==> src/rtl/simon_pkg.sv <==
// Shared constants and state encoding for the Simon sequencer and its LFSR.
package simon_pkg;

   localparam int LFSR_W = 16;
   localparam logic [LFSR_W-1:0] LFSR_SEED = 16'hACE1;
   // Right-shift Fibonacci form of x^16 + x^14 + x^13 + x^11 + 1 (period 65535).
   localparam logic [LFSR_W-1:0] LFSR_TAPS = 16'h002D;

   typedef enum logic [2:0] {
      S_IDLE,
      S_EXTEND,
      S_PLAY_ON,
      S_PLAY_GAP,
      S_AWAIT,
      S_WIN,
      S_LOSE
   } state_t;

   function automatic logic [LFSR_W-1:0] lfsr_next(input logic [LFSR_W-1:0] s);
      return {^(s & LFSR_TAPS), s[LFSR_W-1:1]};
   endfunction

endpackage

==> src/rtl/simon_lfsr.sv <==
// Free-running 16-bit maximal-length LFSR; seeded on reset, steps when enabled.
module simon_lfsr import simon_pkg::*; #(
   parameter int OUT_W = 2
) (
   input  logic             i_clk,
   input  logic             i_rst,
   input  logic             i_en,
   output logic [OUT_W-1:0] o_bits
);

   logic [LFSR_W-1:0] r_state;

   always_ff @(posedge i_clk) begin
      if (i_rst) begin
         r_state <= LFSR_SEED;
      end else if (i_en) begin
         r_state <= lfsr_next(r_state);
      end
   end

   assign o_bits = r_state[OUT_W-1:0];

endmodule

==> src/rtl/simon_sequencer.sv <==
// Simon memory game sequencer: grows a random sequence, plays it back, checks the player.
// Build option SIMON_TIMEOUT_EN: lose when the player idles TIMEOUT_CYCLES in AWAIT.
//
// state      | meaning
// S_IDLE     | waiting for START, LFSR free-running
// S_EXTEND   | append one random symbol, LEVEL++
// S_PLAY_ON  | sounding sequence note for TONE_CYCLES
// S_PLAY_GAP | silence for GAP_CYCLES between notes
// S_AWAIT    | accepting and checking player presses
// S_WIN      | all DEPTH rounds done, WIN held
// S_LOSE     | wrong press or timeout, LOSE held
module simon_sequencer import simon_pkg::*; #(
   parameter int DATA_WIDTH     = 2,
   parameter int DEPTH          = 16,
   parameter int TONE_CYCLES    = 12_000_000,
   parameter int GAP_CYCLES     = 6_000_000,
   parameter int TIMEOUT_CYCLES = 150_000_000
) (
   input  logic                       CLK,
   input  logic                       RST,
   input  logic                       START,
   input  logic                       BTN_VALID,
   input  logic [DATA_WIDTH-1:0]      BTN,
   output logic [DATA_WIDTH-1:0]      NOTE,
   output logic                       NOTE_ON,
   output logic [$clog2(DEPTH+1)-1:0] LEVEL,
   output logic                       AWAIT,
   output logic                       WIN,
   output logic                       LOSE
);

   localparam int LW    = $clog2(DEPTH + 1);
   localparam int IW    = (DEPTH > 1) ? $clog2(DEPTH) : 1;
   localparam int TMAX1 = (TONE_CYCLES > GAP_CYCLES) ? TONE_CYCLES : GAP_CYCLES;
   localparam int TMAX  = (TMAX1 > TIMEOUT_CYCLES) ? TMAX1 : TIMEOUT_CYCLES;
   localparam int TW    = $clog2(TMAX + 1);

   state_t                r_state;
   logic [DATA_WIDTH-1:0] r_mem [DEPTH];
   logic [LW-1:0]         r_level;
   logic [IW-1:0]         r_idx;
   logic [TW-1:0]         r_timer;
   logic [DATA_WIDTH-1:0] r_note;
   logic                  r_note_on;
   logic                  r_await;
   logic                  r_win;
   logic                  r_lose;

   logic [DATA_WIDTH-1:0] w_sym;
   logic                  w_lfsr_en;
   logic [LW-1:0]         w_idx_l;
   logic [IW-1:0]         w_idx_nxt;
   logic                  w_last;
   logic                  w_more;

   assign w_lfsr_en = (r_state == S_IDLE) || (r_state == S_EXTEND);
   assign w_idx_l   = LW'(r_idx);
   assign w_idx_nxt = r_idx + IW'(1);
   assign w_last    = (w_idx_l == r_level - LW'(1));
   assign w_more    = ((w_idx_l + LW'(1)) < r_level);

   simon_lfsr #(.OUT_W(DATA_WIDTH)) u_lfsr (
      .i_clk  (CLK),
      .i_rst  (RST),
      .i_en   (w_lfsr_en),
      .o_bits (w_sym)
   );

   // Sequence memory survives reset so only the FSM state gates its contents.
   always_ff @(posedge CLK) begin
      if (!RST && (r_state == S_EXTEND)) begin
         r_mem[r_level[IW-1:0]] <= w_sym;
      end
   end

   always_ff @(posedge CLK) begin
      if (RST) begin
         r_state   <= S_IDLE;
         r_level   <= '0;
         r_idx     <= '0;
         r_timer   <= '0;
         r_note    <= '0;
         r_note_on <= 1'b0;
         r_await   <= 1'b0;
         r_win     <= 1'b0;
         r_lose    <= 1'b0;
      end else begin
         case (r_state)
            S_IDLE, S_WIN, S_LOSE: begin
               if (START) begin
                  r_state   <= S_EXTEND;
                  r_level   <= '0;
                  r_idx     <= '0;
                  r_win     <= 1'b0;
                  r_lose    <= 1'b0;
                  r_note_on <= 1'b0;
               end
            end
            S_EXTEND: begin
               r_level   <= r_level + LW'(1);
               r_idx     <= '0;
               // Slot 0 is still being written when this is the first round.
               r_note    <= (r_level == '0) ? w_sym : r_mem[0];
               r_note_on <= 1'b1;
               r_timer   <= TW'(TONE_CYCLES - 1);
               r_state   <= S_PLAY_ON;
            end
            S_PLAY_ON: begin
               if (r_timer == '0) begin
                  r_note_on <= 1'b0;
                  r_timer   <= TW'(GAP_CYCLES - 1);
                  r_state   <= S_PLAY_GAP;
               end else begin
                  r_timer <= r_timer - TW'(1);
               end
            end
            S_PLAY_GAP: begin
               if (r_timer == '0) begin
                  if (w_more) begin
                     r_idx     <= w_idx_nxt;
                     r_note    <= r_mem[w_idx_nxt];
                     r_note_on <= 1'b1;
                     r_timer   <= TW'(TONE_CYCLES - 1);
                     r_state   <= S_PLAY_ON;
                  end else begin
                     r_idx   <= '0;
                     r_await <= 1'b1;
                     r_timer <= TW'(TIMEOUT_CYCLES - 1);
                     r_state <= S_AWAIT;
                  end
               end else begin
                  r_timer <= r_timer - TW'(1);
               end
            end
            S_AWAIT: begin
               r_note_on <= 1'b0;
               if (BTN_VALID) begin
                  if (BTN == r_mem[r_idx]) begin
                     r_note    <= BTN;
                     r_note_on <= 1'b1;
                     r_timer   <= TW'(TIMEOUT_CYCLES - 1);
                     if (w_last) begin
                        r_idx   <= '0;
                        r_await <= 1'b0;
                        if (r_level == LW'(DEPTH)) begin
                           r_win     <= 1'b1;
                           r_note_on <= 1'b0;
                           r_state   <= S_WIN;
                        end else begin
                           r_state <= S_EXTEND;
                        end
                     end else begin
                        r_idx <= w_idx_nxt;
                     end
                  end else begin
                     r_lose  <= 1'b1;
                     r_await <= 1'b0;
                     r_state <= S_LOSE;
                  end
               end
`ifdef SIMON_TIMEOUT_EN
               else if (r_timer == '0) begin
                  r_lose  <= 1'b1;
                  r_await <= 1'b0;
                  r_state <= S_LOSE;
               end else begin
                  r_timer <= r_timer - TW'(1);
               end
`else
`endif
            end
            default: r_state <= S_IDLE;
         endcase
      end
   end

   assign NOTE    = r_note;
   assign NOTE_ON = r_note_on;
   assign LEVEL   = r_level;
   assign AWAIT   = r_await;
   assign WIN     = r_win;
   assign LOSE    = r_lose;

endmodule
==> config.mk <==
export PLATFORM = sky130hd
export DESIGN_NAME = simon_sequencer
export DESIGN_NICKNAME = d
export VERILOG_FILES = /design/src/rtl/simon_pkg.sv /design/src/rtl/simon_lfsr.sv /design/src/rtl/simon_sequencer.sv
export SDC_FILE = /design/constraint.sdc
export NUM_CORES = 1
export LEC_CHECK = 0
export ABC_AREA = 0
export ABC_CLOCK_PERIOD_IN_PS = 5000
export CAP_MARGIN = 25
export CELL_PAD_IN_SITES_DETAIL_PLACEMENT = 0
export CELL_PAD_IN_SITES_GLOBAL_PLACEMENT = 1
export CORE_ASPECT_RATIO = 1.25
export CORE_UTILIZATION = 35
export CTS_CLUSTER_SIZE = 40
export DETAILED_ROUTE_END_ITERATION = 8
export HOLD_SLACK_MARGIN = 0.08
export PLACE_DENSITY_LB_ADDON = 0.1
export SYNTH_ARGS = -nofsm -noshare
export SYNTH_HDL_FRONTEND = slang
export SYNTH_HIERARCHICAL = 1
export SYNTH_SLANG_ARGS = --single-unit
==> constraint.sdc <==
create_clock -name CLK -period 5 [get_ports CLK]
set_input_delay 1 -clock CLK [delete_from_list [all_inputs] [get_ports CLK]]
set_output_delay 1 -clock CLK [all_outputs]
set_load 0.01 [all_outputs]
Word-level counts from Yosys, hierarchy flattened
Memory sizes are Yosys's and may differ from the RTL's. A register that Yosys moved wholly into a read port is not among the register bits.
Cells that the tools add are included.
{"block": "totals", "mem_bits_ro": 0, "inputBits": 6, "out_inout_bits": 11, "latch_bits": 0, "register_bits": 62, "ramBits": 32, "mem_count": 1, "elab_cells": 118}
{"name": "r_mem", "depth": 16, "word_bits": 2, "rd": 3, "rd_clocked_by_memory_dff": 1, "write_ports": 1, "line_no": "simon_sequencer.sv:39", "text": "logic [DATA_WIDTH-1:0] r_mem [DEPTH];"}
{"block": "op_classes", "eq_ne": 20, "bitwise_logic": 0, "add_sub_neg": 5, "reduce_logical": 24, "n_shift": 0, "muxes": 57, "mul": 0, "n_lt_le_gt_ge": 1, "div_mod_pow": 0}
{"cell": "28-bit 2-to-1 mux", "count": 5}
{"cell": "28-bit case mux with 4 select lines", "count": 1}
{"cell": "4-bit 2-to-1 mux", "count": 8}
{"cell": "28-bit logical NOT", "count": 1}
{"cell": "28-bit by 1-bit subtractor with 28-bit output (second input constant)", "count": 1}
{"cell": "5-bit AND reduction", "count": 5}
{"cell": "3-bit 2-to-1 mux", "count": 8}
{"cell": "1-bit 2-to-1 mux", "count": 21}
{"cell": "2-bit inequality test (second input constant)", "count": 10}
{"cell": "4-bit case mux with 4 select lines", "count": 1}
{"cell": "16-bit parity", "count": 1}
{"cell": "3-bit case mux with 5 select lines", "count": 1}
{"cell": "2-bit 2-to-1 mux", "count": 5}
{"cell": "5-bit case mux with 2 select lines", "count": 1}
{"cell": "3-bit equality test (second input constant)", "count": 3}
{"cell": "4-bit nonzero test", "count": 2}
{"cell": "3-bit by 2-bit equality test with 1-bit output (second input constant)", "count": 2}
{"cell": "1-bit case mux with 2 select lines", "count": 3}
{"cell": "2-bit case mux with 3 select lines", "count": 1}
{"cell": "6-bit AND reduction", "count": 1}
{"cell": "2-bit nonzero test", "count": 3}
{"cell": "4-bit by 1-bit adder with 5-bit output (second input constant)", "count": 1}
{"cell": "5-bit by 1-bit adder with 5-bit output (second input constant)", "count": 1}
{"cell": "4-bit by 5-bit equality test with 1-bit output", "count": 1}
{"cell": "20 further kinds", "count": 20}

Depth between registers and ports, before layout
{"block": "depth", "ltp_word": 8, "ltp_mapped": 11, "mapped_depth_nobuf": 9}

Cells and area by module
The synthesis kept the hierarchy.
{"mod": "simon_sequencer", "n_inst": 1, "cells_each": 520, "area_per_inst_um2": 4869.7}
{"mod": "simon_lfsr", "n_inst": 1, "cells_each": 57, "area_per_inst_um2": 614.3}

Least setup slack after synthesis
OpenSTA, ideal clock, no wires.
{"block": "synth_path", "path_type": "flip-flop to flip-flop", "start": "reg with a tool-made name", "end": "reg with a tool-made name", "path_stages_with_launch": 11, "setup_ns": 0.077, "period_less_slack_ns": 2.684, "required_time_ns": 4.923, "arrival_time_ns": 2.606, "path_buffers": 3, "slack_ns": 2.316, "cell_sequence": "dfxtp_1 > buf_4 > buf_6 > mux2i_1 > mux4_2 > xnor2_1 > or3_1 > clkbuf_1 > a41o_2 > or4b_1 > a21oi_1"}

==> metrics <==
Die W=around 110 um; clock power share=between 20% and 30%; Reg-to-Reg End=r_timer[13]$_SDFFE_PP0P_; hold depth=2; starting density of the core=a little over a third; status=completed; sequential share of power=35.4%; Pleak=between 2 and 2.5 nW; clk sinks=98; number of synthesized flops with an enable pin=32; CTS clock-pin slew for the worst setup and hold paths=0.07 ns; most common cell after layout, fill and taps aside=dfxtp_1; H-tree depth=3; share of cells above drive strength 1=roughly a tenth; drt wl/cell=roughly 19 um; Peak VDD IR=0.222 mV; RSZ-0062 raised after global routing=false; Setup Slack @ Placement=~1.6 ns; Primary FF master, synth=dfxtp_1; Worst Path Arrival=3.60 ns; synth unique cells=70; internal power=between 1.5 and 2 mW; Die ar.=approximately 0.016 mm2; cells on worst reg2reg path=7; critical path's top delay family=flip-flops; CORE AREA=approximately 0.015 mm2; Worst Path Max Fanout=16; Worst Setup Start Kind=flip-flop; HPWL after DPL=between 10000 and 15000 um; Syn Area/Cell=roughly 9.5 um2; initial DRC count=approximately 240; CP max stage cell=dfxtp_1; Seq/Total Area, Yosys=between 40% and 50%; Via Count=~4300; Synth top area share=24.1%; post-layout min period=~3.4 ns; All-Layer GR Usage=about 20%; DRC=0; length of the first detailed-routing pass in iterations=5; Final period util=68.1%; PortBufs=16; # Post-CTS Setup Buffers=0; Synth Net Count=between 500 and 600; largest net degree at the start of global routing=46; Buf/Inv on CP=0; Syn. warnings=6; final instance count without filler cells=approximately 790; Final Power=approximately 3.4 mW; WP data required=5.19 ns; die height=142 um; Hold EP=u_lfsr/r_state[6]$_SDFFE_PP1P_; Hold Path Class=reg2reg; slowest stage delay, CP=just under 0.9 ns; Synth area leaders=dfxtp_1, edfxtp_1, mux2i_1, mux4_2, nor2_1; dpl cells=just under 800; final setup margin=between 1.5 and 2 ns; most frequent cells in the layout=dfxtp_1, nor2_1, nand2_1; CP Cell Sequence=mux2i_1, mux4_2, xnor2_1, or3_1, and2_1, o21ai_1, a311oi_1; gpl congestion=around 0.8; Root Buffer=clkbuf_16; measured slew at the worst slew-check pin=0.884 ns; ANT nets after route=0; setup TNS=0 ns; ant diodes=0; number of I/O pins=17; final hold slack=0.473 ns; WS Path Type=reg2reg; Worst R2R Setup Slack=1.60 ns; Worst-Skew Late Latency=0.35 ns; Switch Pwr=~1.4 mW; Clock Skew=roughly 0.0076 ns; vias in the first global route=between 4000 and 5000; vias per inst=between 5 and 6; Layout area overhead=10.9%; Synth Instances=just under 600; grt ovf=0; PostCTS Resize Cnt=0; hold_buf cts=0; first-pass GRT wire length=~24000 um; combinational fraction of design power=44.0%; Routed WL=roughly 15000 um; Hold Fails Final Rpt=0; Max-slew headroom=between 40 and 50%; largest area contributor in the netlist=dfxtp_1; ys async rst share=0%; Mapped Area=0.00548 mm2; hold path start=u_lfsr/r_state[6]$_SDFFE_PP1P_; clock buffer count from CTS=9; initial antenna violation count=0; sw frac=41.8%; NumNets Final=around 600; row cnt=50; CTS tree=built; CTS Buffer Depth=2; Max-Cap Viols=0; Critical Path Sink Type=flip-flop; Synth Register Bits=98; Fmax=slightly below 0.3 GHz; Slew Viols, Final=0; Final Setup Violations=0; Pwr Density=562 mW/mm2
## per-layer routing
layer	track usage, %	wire length (um)
met1	22.7	6340
met2	36.5	8000
met3	2.56	286
met4	7.86	337
met5	0	0
## state kept, by name, summed over array words and instances, names as in the netlist, named ones only
signal and count:
r_mem 32, r_state 3, r_timer 28, LEVEL 5, AWAIT 1, NOTE 2
r_idx 4, LOSE 1, WIN 1, NOTE_ON 1, u_lfsr/r_state 16
## cell usage after synthesis, types with 2 or more instances
master / number
dfxtp_1: 66
nor2_1: 54
nand2_1: 41
mux2i_1: 33
edfxtp_1: 32
nor3_1: 32
a21oi_1: 31
o21ai_0: 28
nand3_1: 24
inv_1: 23
clkbuf_1: 17
ha_1: 13
mux4_2: 12
xnor2_1: 12
a31oi_1: 10
or3_1: 10
a221oi_1: 9
xor2_1: 9
and3_1: 7
nor2b_1: 7
a211oi_1: 6
a311oi_1: 6
buf_2: 6
o31ai_1: 6
o211ai_1: 5
or2_2: 5
a21boi_0: 4
and2_1: 4
buf_4: 4
nand2b_1: 4
o21a_1: 4
mux2_2: 3
nor4_1: 3
a21o_1: 2
a22o_1: 2
a41o_2: 2
buf_6: 2
o21ai_1: 2
o21bai_1: 2
o22ai_1: 2
o2bb2ai_1: 2
o41ai_1: 2
or4_2: 2
## power by group through the flow
stage / clock network, mW / logic (mW) / registers (mW)
after detailed placement: 0 / 1.50 / 1.23
final: 0.704 / 1.50 / 1.21
after floorplan: 0 / 1.20 / 1.13
after global placement: 0 / 1.50 / 1.22
after global routing: 0.749 / 1.67 / 1.24
after CTS: 0.724 / 1.51 / 1.21
## worst reg2reg max path: cells and delay by family, from the launching register on
family	cells	cell delay, ns
AOI/OAI and AO/OA	2	0.80
xor gates and xnor gates	1	0.14
DFF	1	0.89
muxes	2	0.71
and+or+nand+nor	2	0.71
## how the worst max path moves through the flow
stage,cells after the start,slack [ns],end
floorplan,10,2.32,flip-flop
global placement,6,1.70,r_timer[12]$_SDFFE_PP0P_
detailed placement,7,1.61,r_timer[13]$_SDFFE_PP0P_
CTS,7,1.58,r_timer[13]$_SDFFE_PP0P_
global route,8,1.35,r_timer[20]$_SDFFE_PP0P_
finish,7,1.60,r_timer[13]$_SDFFE_PP0P_
## cells by family after synthesis
group	count (synthesis)	share of synthesized area (%)
AOI/OAI and AO/OA	138	16.9
xor gates and xnor gates	21	3.35
adders and majority gates	13	2.97
buffers and inverters	56	4.75
DFF	98	41.6
muxes	48	11.6
and+or+nand+nor	203	18.9
## through the flow
step	instance area (um2)	util (%)
3_3_place_gp	5780	38.2
3_5_place_dp	5780	38.2
5_1_grt	6080	40.2
2_1_floorplan	5480	-
6_report	6080	40.2
4_1_cts	6080	40.2
## layout make-up
type | count | area [um2]
fillers | 1566 | 9060
multi-input cells | 423 | 2940
flip-flops and latches | 98 | 2280
well taps | 208 | 260
clock buffers | 10 | 229
repair buffers | 23 | 208
inverters | 24 | 90.1
clock inverters | 6 | 66.3
No activity file was read; power rests on OpenSTA's default activity.
